<file path="src/rtl/rvhazard_perfmon.sv">
// rvhazard_perfmon: hazard-unit performance monitor with saturating event counters
// and an event FIFO whose overflow halts sampling until the next stop.
module rvhazard_perfmon #(
  parameter int FIFO_DEPTH = 8,
  parameter int CNT_W      = 32
) (
  input  logic             clk,
  input  logic             reset,
  input  logic             start,
  input  logic             stop,
  input  logic             clear,
  input  logic             StallD,
  input  logic             FlushD,
  input  logic             PCSrcE,
  input  logic [1:0]       ForwardAE,
  input  logic [1:0]       ForwardBE,
  output logic [CNT_W-1:0] cycle_cnt,
  output logic [CNT_W-1:0] stall_cnt,
  output logic [CNT_W-1:0] flush_cnt,
  output logic [CNT_W-1:0] fwd_cnt,
  output logic             evt_valid,
  output logic [19:0]      evt_data,
  input  logic             evt_ready,
  output logic             ovf,
  output logic [1:0]       state
);

  localparam int AW = $clog2(FIFO_DEPTH);

  localparam logic [1:0] IDLE = 2'b00;
  localparam logic [1:0] RUN  = 2'b01;
  localparam logic [1:0] HALT = 2'b10;

  localparam logic [AW-1:0] PTR_ONE  = AW'(1);
  localparam logic [AW:0]   CNT_ZERO = (AW+1)'(0);
  localparam logic [AW:0]   CNT_ONE  = (AW+1)'(1);
  localparam logic [AW:0]   CNT_FULL = (AW+1)'(FIFO_DEPTH);

  function automatic logic [CNT_W-1:0] sat_add(input logic [CNT_W-1:0] value,
                                               input logic [1:0]       inc);
    logic [CNT_W:0] sum;
    sum = {1'b0, value} + {{(CNT_W-1){1'b0}}, inc};
    if (sum[CNT_W]) begin
      sat_add = {CNT_W{1'b1}};
    end else begin
      sat_add = sum[CNT_W-1:0];
    end
  endfunction

  logic [19:0]   mem_r [FIFO_DEPTH];
  logic [AW-1:0] wr_ptr_r;
  logic [AW-1:0] rd_ptr_r;
  logic [AW-1:0] wr_next_s;
  logic [AW-1:0] rd_next_s;
  logic [AW:0]   count_r;
  logic [AW:0]   count_next_s;
  logic          prev_stall_r;
  logic [1:0]    state_next_s;
  logic [3:0]    evt_type_s;
  logic [15:0]   cyc16_s;
  logic [19:0]   evt_entry_s;
  logic [19:0]   head_next_s;
  logic [1:0]    fwd_inc_s;
  logic          run_s;
  logic          evt_fire_s;
  logic          full_s;
  logic          pop_s;
  logic          push_s;
  logic          drop_s;
  logic          lands_at_head_s;

  // Narrow builds zero-extend the cycle stamp into the 16-bit event field.
  if (CNT_W >= 16) begin : g_stamp_wide
    assign cyc16_s = cycle_cnt[15:0];
  end else begin : g_stamp_narrow
    assign cyc16_s = {{(16-CNT_W){1'b0}}, cycle_cnt};
  end

  assign run_s       = (state == RUN);
  assign fwd_inc_s   = {1'b0, (ForwardAE != 2'b00)} + {1'b0, (ForwardBE != 2'b00)};
  assign evt_entry_s = {cyc16_s, evt_type_s};
  assign evt_fire_s  = (evt_type_s != 4'h0);
  assign full_s      = (count_r == CNT_FULL);
  assign pop_s       = (count_r != CNT_ZERO) && evt_ready && !clear;
  assign push_s      = evt_fire_s && !clear && (!full_s || pop_s);
  assign drop_s      = evt_fire_s && !clear && full_s && !pop_s;
  // A push lands at the head when nothing older survives this edge.
  assign lands_at_head_s = push_s &&
                           ((count_r == CNT_ZERO) || ((count_r == CNT_ONE) && pop_s));

  // Classify this cycle's highest-priority event.
  always_comb begin
    evt_type_s = 4'h0;
    if (run_s) begin
      if (PCSrcE && !FlushD) begin
        evt_type_s = 4'h4;
      end else if (FlushD && PCSrcE) begin
        evt_type_s = 4'h2;
      end else if (FlushD) begin
        evt_type_s = 4'h3;
      end else if (StallD && !prev_stall_r) begin
        evt_type_s = 4'h1;
      end else begin
        evt_type_s = 4'h0;
      end
    end else begin
      evt_type_s = 4'h0;
    end
  end

  // Next FIFO pointers and occupancy.
  always_comb begin
    wr_next_s    = wr_ptr_r;
    rd_next_s    = rd_ptr_r;
    count_next_s = count_r;
    if (clear) begin
      wr_next_s    = {AW{1'b0}};
      rd_next_s    = {AW{1'b0}};
      count_next_s = CNT_ZERO;
    end else begin
      if (push_s) begin
        wr_next_s = wr_ptr_r + PTR_ONE;
      end else begin
        wr_next_s = wr_ptr_r;
      end
      if (pop_s) begin
        rd_next_s = rd_ptr_r + PTR_ONE;
      end else begin
        rd_next_s = rd_ptr_r;
      end
      case ({push_s, pop_s})
        2'b10:   count_next_s = count_r + CNT_ONE;
        2'b01:   count_next_s = count_r - CNT_ONE;
        default: count_next_s = count_r;
      endcase
    end
  end

  // Head entry as it will be after this edge, so evt_data can be registered.
  always_comb begin
    head_next_s = 20'd0;
    if (count_next_s == CNT_ZERO) begin
      head_next_s = 20'd0;
    end else if (lands_at_head_s) begin
      head_next_s = evt_entry_s;
    end else begin
      head_next_s = mem_r[rd_next_s];
    end
  end

  // FSM next state; stop beats both start and the overflow halt.
  always_comb begin
    state_next_s = state;
    case (state)
      IDLE: begin
        if (stop) begin
          state_next_s = IDLE;
        end else if (start) begin
          state_next_s = RUN;
        end else begin
          state_next_s = IDLE;
        end
      end
      RUN: begin
        if (stop) begin
          state_next_s = IDLE;
        end else if (drop_s) begin
          state_next_s = HALT;
        end else begin
          state_next_s = RUN;
        end
      end
      HALT: begin
        if (stop) begin
          state_next_s = IDLE;
        end else begin
          state_next_s = HALT;
        end
      end
      default: state_next_s = IDLE;
    endcase
  end

  // FIFO storage; entries need no reset since the head output is gated by occupancy.
  always_ff @(posedge clk) begin
    if (push_s) begin
      mem_r[wr_ptr_r] <= evt_entry_s;
    end
  end

  // FIFO control and registered head/valid outputs.
  always_ff @(posedge clk or posedge reset) begin
    if (reset) begin
      wr_ptr_r  <= {AW{1'b0}};
      rd_ptr_r  <= {AW{1'b0}};
      count_r   <= CNT_ZERO;
      evt_valid <= 1'b0;
      evt_data  <= 20'd0;
    end else begin
      wr_ptr_r  <= wr_next_s;
      rd_ptr_r  <= rd_next_s;
      count_r   <= count_next_s;
      evt_valid <= (count_next_s != CNT_ZERO);
      evt_data  <= head_next_s;
    end
  end

  // Saturating event counters, advancing only while running.
  always_ff @(posedge clk or posedge reset) begin
    if (reset) begin
      cycle_cnt <= {CNT_W{1'b0}};
      stall_cnt <= {CNT_W{1'b0}};
      flush_cnt <= {CNT_W{1'b0}};
      fwd_cnt   <= {CNT_W{1'b0}};
    end else if (clear) begin
      cycle_cnt <= {CNT_W{1'b0}};
      stall_cnt <= {CNT_W{1'b0}};
      flush_cnt <= {CNT_W{1'b0}};
      fwd_cnt   <= {CNT_W{1'b0}};
    end else if (run_s) begin
      cycle_cnt <= sat_add(cycle_cnt, 2'd1);
      stall_cnt <= sat_add(stall_cnt, {1'b0, StallD});
      flush_cnt <= sat_add(flush_cnt, {1'b0, FlushD});
      fwd_cnt   <= sat_add(fwd_cnt, fwd_inc_s);
    end else begin
      cycle_cnt <= cycle_cnt;
      stall_cnt <= stall_cnt;
      flush_cnt <= flush_cnt;
      fwd_cnt   <= fwd_cnt;
    end
  end

  // FSM state, sticky overflow and stall history (history tracks every cycle).
  always_ff @(posedge clk or posedge reset) begin
    if (reset) begin
      state        <= IDLE;
      ovf          <= 1'b0;
      prev_stall_r <= 1'b0;
    end else begin
      state        <= state_next_s;
      prev_stall_r <= StallD;
      if (clear) begin
        ovf <= 1'b0;
      end else if (drop_s) begin
        ovf <= 1'b1;
      end else begin
        ovf <= ovf;
      end
    end
  end

endmodule

</file>
<file path="config.mk">
export PLATFORM = sky130hd
export DESIGN_NAME = rvhazard_perfmon
export DESIGN_NICKNAME = d
export VERILOG_FILES = /design/src/rtl/rvhazard_perfmon.sv
export SDC_FILE = /design/constraint.sdc
export NUM_CORES = 1
export LEC_CHECK = 0
export BUFFER_PORTS_ARGS = -buffer_cell sky130_fd_sc_hd__buf_2
export CORE_ASPECT_RATIO = 0.75
export CORE_MARGIN = 2
export CORE_UTILIZATION = 50
export CTS_BUF_LIST = sky130_fd_sc_hd__clkbuf_4
export CTS_CLUSTER_SIZE = 12
export DETAILED_ROUTE_END_ITERATION = 7
export PLACE_DENSITY_LB_ADDON = 0.1
export REMOVE_ABC_BUFFERS = 1
export SLEW_MARGIN = 20
export SYNTH_ARGS = -nofsm -noshare
export SYNTH_HDL_FRONTEND = slang
export SYNTH_SLANG_ARGS = --single-unit
</file>
<file path="constraint.sdc">
create_clock -name clk -period 7.2 [get_ports clk]
set_input_delay 1.08 -clock clk [delete_from_list [all_inputs] [get_ports clk]]
set_output_delay 1.08 -clock clk [all_outputs]
set_load 0.02 [all_outputs]
</file>
==> results of run 1 <==
cells by family (layout without fill, tap and decap cells):
family | after synthesis | count (layout) | synth area share [%]
compound gates | 365 | 365 | 15.35
xor+xnor | 3 | 3 | 0.1743
fa+ha+maj | 15 | 15 | 1.294
buf+inv | 137 | 375 | 4.248
flops | 314 | 314 | 57.15
mux | 30 | 30 | 1.991
other cells | 1 | 2 | 0.02487
simple gates | 568 | 568 | 19.76
layer usage:
layer | share of wire (%) | GRT usage (%) | wire, um
met1 | 47 | 37.96 | 19220
met2 | 45 | 38.68 | 18350
met3 | 6.3 | 4.762 | 2557
met5 | 0 | 0 | 0
met4 | 1.4 | 7.419 | 590
worst register-to-register path: stages (launching register included):
cell,delay (ps)
dfrtp_1,450
inv_1,110
ha_1,210
nor4bb_1,740
or3_1,420
inv_1,150
ha_1,370
inv_1,120
a41oi_1,140
a221oi_1,330
o21a_1,930
a21oi_1,110
o211a_1,160
worst min-delay path by stage:
stage	from	to	slack [ps]	depth (start not counted)
after floorplan	rd_ptr_r[2]$_DFF_PP0_	rd_ptr_r[2]$_DFF_PP0_	520	2
after global placement	fwd_cnt[8]$_DFFE_PP0P_	fwd_cnt[8]$_DFFE_PP0P_	500	1
after detailed placement	stall_cnt[23]$_DFFE_PP0P_	stall_cnt[23]$_DFFE_PP0P_	510	1
after CTS	StallD	prev_stall_r$_DFF_PP0_	470	1
after global routing	StallD	prev_stall_r$_DFF_PP0_	490	1
final	ovf$_DFFE_PP0P_	ovf$_DFFE_PP0P_	520	2
stage by stage:
stage,power (mW),area [um^2],setup slack (ps)
after global routing,3.927,17230,2567
after CTS,3.817,17200,2947
after floorplan,2.111,14620,800.6
final,3.774,17230,2854
after detailed placement,2.218,16130,2520
after global placement,2.214,16130,2622
cell usage after synthesis, drive strengths merged (19+ instances only):
cell type / number
o211ai: 19
a21oi: 125
dfrtp: 162
mux2i: 30
clkbuf: 49
o21ai: 95
and2: 19
a211oi: 32
nor4: 31
edfxtp: 152
nand4: 28
buf: 40
nor3: 56
and3: 26
inv: 48
a31oi: 23
nand3: 116
nand2: 127
nor2: 108
power groups by stage:
stage	clock (mW)	combinational, mW	sequential (mW)
after floorplan	0	0.153	1.96
after global placement	0	0.266	1.95
after detailed placement	0	0.270	1.95
after CTS	1.63	0.272	1.91
after global routing	1.72	0.295	1.91
final	1.59	0.269	1.91
sequential cells by signal (all words and copies together), names as in the netlist:
signal	flops
mem_r	152
state	2
ovf	1
stall_cnt	32
wr_ptr_r	3
prev_stall_r	1
cycle_cnt	32
rd_ptr_r	3
evt_valid	1
evt_data	19
count_r	4
fwd_cnt	32
flush_cnt	32
final cells by class:
type	count	area (um^2)
fillers	2667	12710
flip-flops and latches	314	8618
multi-input cells	982	5869
clock buffers	130	975.9
repair buffers	183	975.9
well taps	399	499.2
inverters	48	187.7
clock inverters	14	97.59
diodes	1	2.502
==> reports/metrics.cfg, run 1 <==
[run_status]
status = complete, no violations

[timing]
fmax_ghz = 0.2301
min_period_ps = 4346
rsz0062_at_grt = no
fin_worst_skew_ps = 33.23
hold_viol = 0
totalNegativeSetupSlack_ps = 0
maxSlewViolCount = 0
tightest_slew_ps = 1139
post-route-period-util_pct = 60.36
setup_viol = 0
whs_ps = 522.0
relSlewSlack_pct = 24.05

[critical_path]
crit_chain = inv_1 > ha_1 > nor4bb_1 > or3_1 > inv_1 > ha_1 > inv_1 > a41oi_1 > a221oi_1 > o21a_1 > a21oi_1 > o211a_1
reg2reg_setup_slack_ps = 2850
cp_num_buf_inv = 3
crit_path_start = count_r[0]$_DFF_PP0_
cp_slowest_cell = o21a_1
cp_top_family = compound AO/OA/AOI/OAI gates
worstSetupStartpointType = register
crit_fanout = 20
worstPathArrival_ps = 4940
rr_worst_depth = 12
end_kind = register
cp_common_cell = inv_1
max_stage_delay_ps = 930
cp.depth = 12
r2r-start = count_r[0]$_DFF_PP0_
worstSetupPathType = reg2reg
crit_required_ps = 7790
crit_end = evt_data[2]$_DFF_PP0_
reg2reg_to = evt_data[2]$_DFF_PP0_

[routing]
wl_um = 40720
viasPerCell = 5.943
wl_per_cell_um = 19.66
vias = 12310
ant_nets = 0
drt_iter0_drc = 902
firstDrtPassIters = 5
route.detailed.drc = 0

[clock_network]
cts_made_buffers = 81
clock-sinks = 314
clk_latency_ps = 710
cts.clk_slew.worst_paths_ps = 60
cts_tree = built
cts_hold_buf = 0
cts_root_buf = clkbuf_4
cts-resized-gates = 0
post-cts-setup-buffer-count = 0
cts_max_level = 3
cts_buffer_depth = 3

[placement]
place_inst = 1925
portBuffers = 163
hpwl_um = 24500
gp_congestion = 0.8644

[floorplan]
die_h_um = 154.4
initial_core_util_pct = 50.37
core_um2 = 29940
ios = 165
die_x_um = 204.5
die_area_um2 = 31580
rows = 55

[hold_path]
hold_path.class = reg2reg

[finish]
layout-drive-gt1-share_pct = 22.62
fin_nets = 1638
final_core_util_pct = 57.55
syn2layout_area_growth_pct = 14.24
fin_cells = 2071
final_cell_mix = dfrtp_1, buf_2, edfxtp_1, clkbuf_4, nand2_1

[power]
p_switching_mw = 0.9510
switching_share_pct = 25.20
power_frac_seq_pct = 50.6
pwr-share-clk_pct = 42.2
p_int_mw = 2.823
ir_drop_mv = 0.09256
combPwrFrac_pct = 7.1
power_density_nw_per_um2 = 219.1
leakage_nw = 7.216

[grt]
grt_max_degree = 108
overflow = 0
grt_use_total_pct = 25.66
grt_pass1_vias = 11660
grt_pass1_wl_um = 64110
antenna_found_initial = 1

[flow_run]
maxCapViolations = 0

[yosys]
synth-edff-count = 152
syn_area_per_cell_um2 = 10.52
yosysWarnings = 0
syn_inst = 1433
synth-seq-area-share_pct = 57.15
ys_types = 81
yosys.area.top_type = edfxtp_1
netlist.area_leader.share_pct = 30.27
ys_ff_latch = 314
syn_area_um2 = 15080
ys.flop_type = dfrtp_1
async_reset_ff_share_pct = 51.59
synthTopCellsByArea = edfxtp_1, dfrtp_1, a21oi_1

(Power assumes the default switching activity.)
==> run 2, diff against run 1 <==
==> constraint.sdc (replaced) <==
create_clock -name clk -period 4.54 [get_ports clk]
set_input_delay 0.681 -clock clk [delete_from_list [all_inputs] [get_ports clk]]
set_output_delay 0.681 -clock clk [all_outputs]
set_load 0.02 [all_outputs]
==> reports/metrics.cfg, run 2 (same netlist as run 1, synthesis figures left out) <==
[run_status]
status = complete, no violations

[grt]
grt_use_total_pct = 25.87  ; +0.21 points
antenna_found_initial = 1  ; unchanged
grt_max_degree = 83  ; -23%
grt_pass1_vias = 11610  ; -0.38%
overflow = 0  ; unchanged
grt_pass1_wl_um = 64130  ; about the same

[clock_network]
cts-resized-gates = 0  ; unchanged
post-cts-setup-buffer-count = 0  ; unchanged
cts.clk_slew.worst_paths_ps = 80  ; +20 ps
cts_tree = built
clock-sinks = 314  ; unchanged
cts_root_buf = clkbuf_4
clk_latency_ps = 750  ; +40 ps
cts_hold_buf = 0  ; unchanged
cts_made_buffers = 80  ; -1.2%
cts_buffer_depth = 3  ; unchanged
cts_max_level = 3  ; unchanged

[routing]
wl_per_cell_um = 19.36  ; -1.5%
wl_um = 40430  ; -0.71%
vias = 12190  ; -0.98%
firstDrtPassIters = 5  ; unchanged
viasPerCell = 5.836  ; -1.8%
drt_iter0_drc = 973  ; +7.9%
ant_nets = 0  ; unchanged
route.detailed.drc = 0  ; unchanged

[timing]
fin_worst_skew_ps = 37.28  ; +4.048 ps
totalNegativeSetupSlack_ps = 0  ; unchanged
tightest_slew_ps = 1060  ; -78.88 ps
maxSlewViolCount = 0  ; unchanged
relSlewSlack_pct = 28.77  ; +4.7 points
fmax_ghz = 0.2634  ; +14%
fin_ws_ps = 743.3  ; -2111 ps
rsz0062_at_grt = no
post-route-period-util_pct = 83.63  ; +23 points
hold_viol = 0  ; unchanged
min_period_ps = 3797  ; -549.3 ps
setup_viol = 0  ; unchanged
whs_ps = 102.6  ; -419.4 ps

[finish]
fin_nets = 1651  ; +0.79%
final_cell_area_um2 = 17340  ; +0.68%
final_cell_mix = dfrtp_1, buf_2, edfxtp_1, nand2_1, clkbuf_4
regMostFlops = mem_r
syn2layout_area_growth_pct = 15.01
layout-drive-gt1-share_pct = 22.88  ; +0.26 points
fin_cells = 2088  ; +0.82%
final_core_util_pct = 57.94  ; +0.39 points
largest_register_ffs = 152  ; unchanged

[power]
power_density_nw_per_um2 = 346.4  ; +58%
ir_drop_mv = 0.1539  ; +66%
fin_total_pwr_mw = 6.007  ; +59%
leakage_nw = 7.281  ; +0.91%

[floorplan]
die_h_um = 154.4  ; unchanged
ios = 165  ; unchanged
core_um2 = 29940  ; unchanged
initial_core_util_pct = 50.37  ; unchanged
die_area_um2 = 31580  ; unchanged
die_x_um = 204.5  ; unchanged
rows = 55  ; unchanged

[critical_path]
cp_slowest_cell = nor4bb_1
crit_chain = inv_1 > ha_1 > nor4bb_1 > or3_1 > inv_1 > ha_1 > or2_2 > o21ai_0 > a221oi_1 > o21a_1 > buf_4 > nor4_1
crit_path_start = count_r[0]$_DFF_PP0_
max_stage_delay_ps = 620  ; -310 ps
crit_fanout = 20  ; unchanged
worstPathArrival_ps = 4430  ; -510 ps
crit_required_ps = 5170  ; -2620 ps
r2r-start = count_r[0]$_DFF_PP0_
worstSetupStartpointType = register
cp_top_family = simple AND/OR/NAND/NOR gates
worstSetupPathType = reg2reg
cp_num_buf_inv = 3  ; unchanged
end_kind = register

[placement]
place_area_um2 = 16250  ; +0.78%
gp_congestion = 0.8579  ; -0.75%
portBuffers = 163  ; unchanged
place_inst = 1940  ; +0.78%
hpwl_um = 24430  ; -0.27%
post-place-ws_ps = 728.9  ; -1791 ps

[flow_run]
maxCapViolations = 0  ; unchanged

[hold_path]
hold_path.class = in2async

## run 2: final timing paths
kind,endpoint,slack (ps),cells past startpoint
worst min register to register,fwd_cnt[8]$_DFFE_PP0P_,510,1
worst max register to register,evt_data[5]$_DFF_PP0_,740,12
worst min-delay path,evt_data[9]$_DFF_PP0_,100,2
max in group asynchronous,cycle_cnt[11]$_DFFE_PP0P_,3480,3
worst max-delay path,evt_data[5]$_DFF_PP0_,740,12
min in group clk,prev_stall_r$_DFF_PP0_,110,1
## run 2: final cells by class
class | instances | area (um^2)
fillers | 2610 | 12590
clock inverters | 22 | 153.9
well taps | 399 | 499.2
flip-flops and latches | 314 | 8618
inverters | 48 | 185.2
diodes | 2 | 5.005
clock buffers | 124 | 930.9
repair buffers | 197 | 1086
multi-input cells | 982 | 5864
## run 2: power by group
part	total [mW]	internal [mW]	switching, mW
Sequential	3.03	3.00	0.0280
Clock	2.54	1.36	1.18
Combinational	0.433	0.124	0.310
Total	6.01	4.49	1.52
## run 2: per-layer routing
layer	vias up	routed length [um]	global-route usage (%)
met3	53	2842	6.363
met1	5929	19070	37.93
met2	411	17810	38.27
met5	-	0	0
li1	5793	-	-
met4	0	710	7.315
## run 2: worst register-to-register path: stages, from the launching register on
cell	delay [ps]
dfrtp_1	450
inv_1	120
ha_1	210
nor4bb_1	620
or3_1	410
inv_1	150
ha_1	370
or2_2	310
o21ai_0	200
a221oi_1	120
o21a_1	150
buf_4	240
nor4_1	340
==> run 3, diff against run 2 <==
==> constraint.sdc (replaced) <==
create_clock -name clk -period 3.9 [get_ports clk]
set_input_delay 0.585 -clock clk [delete_from_list [all_inputs] [get_ports clk]]
set_output_delay 0.585 -clock clk [all_outputs]
set_load 0.02 [all_outputs]
==> reports/metrics.cfg, run 3 (same netlist as run 1, synthesis figures left out) <==
[clock_network]
cts.clk_slew.worst_paths_ps = 70  ; about the same
cts_hold_buf = 3  ; +3
cts_max_level = 3  ; unchanged
clk_latency_ps = 720  ; -30 ps
post-cts-setup-buffer-count = 0  ; unchanged
cts-resized-gates = 0  ; unchanged
cts_buffer_depth = 3  ; unchanged
cts_root_buf = clkbuf_4
clock-sinks = 314  ; unchanged
cts_tree = built
cts_made_buffers = 80  ; unchanged

[finish]
final_cell_area_um2 = 17400  ; +0.32%
syn2layout_area_growth_pct = 15.37
fin_nets = 1667  ; +0.97%
final_cell_mix = dfrtp_1, buf_2, edfxtp_1, nand2_1
layout-drive-gt1-share_pct = 23.30  ; +0.42 points
largest_register_ffs = 152  ; unchanged
fill_cells = 2624  ; +0.54%
regMostFlops = mem_r

[grt]
overflow = 0  ; unchanged
grt_pass1_wl_um = 66550  ; +3.8%
grt_max_degree = 74  ; -11%
grt_use_total_pct = 26.75  ; +0.87 points
grt_pass1_vias = 11970  ; +3.0%
antenna_found_initial = 1  ; unchanged

[flow_run]
maxCapViolations = 0  ; unchanged

[hold_path]
min_path_cells = 3
hold_path.class = in2reg

[critical_path]
worstPathArrival_ps = 4160  ; -270 ps
crit_chain = inv_1 > ha_1 > nor4bb_1 > or3_1 > inv_1 > ha_1 > or2_2 > o21ai_0 > a221oi_1 > o21a_1 > buf_4 > nor4_1
worstSetupStartpointType = register
cp_num_buf_inv = 3  ; unchanged
cp_slowest_cell = dfrtp_1
crit_required_ps = 4480  ; -690 ps
end_kind = register
cp.depth = 12  ; unchanged
worstSetupPathType = reg2reg
crit_fanout = 20  ; unchanged
cp_top_family = simple AND/OR/NAND/NOR gates
max_stage_delay_ps = 460  ; -160 ps
rr_worst_depth = 12  ; unchanged

[routing]
route.detailed.drc = 0  ; unchanged
vias = 12500  ; +2.5%
wl_um = 41720  ; +3.2%
drt_iter0_drc = 1026  ; +5.4%
viasPerCell = 5.939  ; +1.8%
wl_per_cell_um = 19.83  ; +2.4%
firstDrtPassIters = 5  ; unchanged
ant_nets = 0  ; unchanged

[placement]
hpwl_um = 25580  ; +4.7%
place_area_um2 = 16340  ; +0.52%
portBuffers = 163  ; unchanged
gp_congestion = 0.8580  ; about the same

[run_status]
status = complete, no violations

[timing]
fmax_ghz = 0.2793  ; +6.1%
relSlewSlack_pct = 36.61  ; +7.8 points
hold_viol = 0  ; unchanged
tightest_slew_ps = 943.5  ; -116.8 ps
rsz0062_at_grt = no
maxSlewViolCount = 0  ; unchanged
min_period_ps = 3580  ; -216.7 ps
post-route-period-util_pct = 91.80  ; +8.2 points
setup_viol = 0  ; unchanged
totalNegativeSetupSlack_ps = 0  ; unchanged
fin_worst_skew_ps = 39.12  ; +1.842 ps

[floorplan]
die_h_um = 154.4  ; unchanged
rows = 55  ; unchanged
die_area_um2 = 31580  ; unchanged
ios = 165  ; unchanged
die_x_um = 204.5  ; unchanged
core_um2 = 29940  ; unchanged
initial_core_util_pct = 50.37  ; unchanged

[power]
ir_drop_mv = 0.1913  ; +24%
fin_total_pwr_mw = 6.862  ; +14%
leakage_nw = 7.325  ; +0.60%
power_density_nw_per_um2 = 394.4  ; +14%

-- run 3: cell count changes in the layout (fill, tap and decap cells not counted), sizes merged --
| cell | delta |
|---|---|
| clkinvlp | +1 |
| diode | -1 |
| clkinv | +2 |
| bufinv | -2 |
| dlygate4sd3 | +3 |
| inv | +1 |
| buf | +13 |
| clkbuf | -1 |
-- run 3: where the power goes --
part	internal [mW]	leakage [nW]	switching, mW
clock network	1.44	0.607	1.38
registers	3.50	3.65	0.0303
logic	0.149	3.07	0.369
total	5.09	7.32	1.77
-- run 3: path summary, 6_finish.rpt --
path	to	startpoint	slack (ps)
hold / removal	state[0]$_DFF_PP0_	start	170
setup reg to reg	evt_data[17]$_DFF_PP0_	count_r[0]$_DFF_PP0_	320
hold reg to reg	stall_cnt[23]$_DFFE_PP0P_	stall_cnt[23]$_DFFE_PP0P_	520
min in group asynchronous	flush_cnt[16]$_DFFE_PP0P_	reset	550
setup / recovery	evt_data[17]$_DFF_PP0_	count_r[0]$_DFF_PP0_	320
max in group asynchronous	fwd_cnt[23]$_DFFE_PP0P_	reset	2420
-- run 3: cell type report --
cell class	count	area [um^2]	area share, %
multi-input combinational	982	5864	33.71
tap	399	499.2	2.869
timing repair buffer	213	1201	6.904
inverter	48	185.2	1.064
sequential	314	8618	49.54
clock buffer	123	923.4	5.307
clock inverter	24	103.9	0.5969
antenna	1	2.502	0.01438
-- run 3: routing by layer --
| layer | GRT usage, % | part of all wire (%) | up-vias |
|---|---|---|---|
| li1 | - | - | 5844 |
| met2 | 39.77 | 45 | 440 |
| met4 | 8.385 | 2.0 | 0 |
| met1 | 39.91 | 46 | 6140 |
| met3 | 4.741 | 6.4 | 71 |
| met5 | 0 | 0 | - |
-- run 3: stage by stage --
step | std cells | setup slack [ps] | utilization, % | hold WS [ps]
after floorplan | 1344 | -2499 | - | 521.3
after global placement | 1953 | 347.6 | 54.58 | 477.4
after detailed placement | 1953 | 201.2 | 54.58 | 499.8
after CTS | 2103 | 368.8 | 58.11 | 136.3
after global routing | 2104 | 11.97 | 58.12 | 179.9
final | 2104 | 319.9 | 58.12 | 174.4
-- run 3: worst register-to-register path: cells and delay by family, from the launching register on --
family | cells | cell delay, ps
DFF | 1 | 460
AOI/OAI and AO/OA | 3 | 490
and+or+nand+nor | 4 | 1410
buffers and inverters | 3 | 520
adders and majority gates | 2 | 580
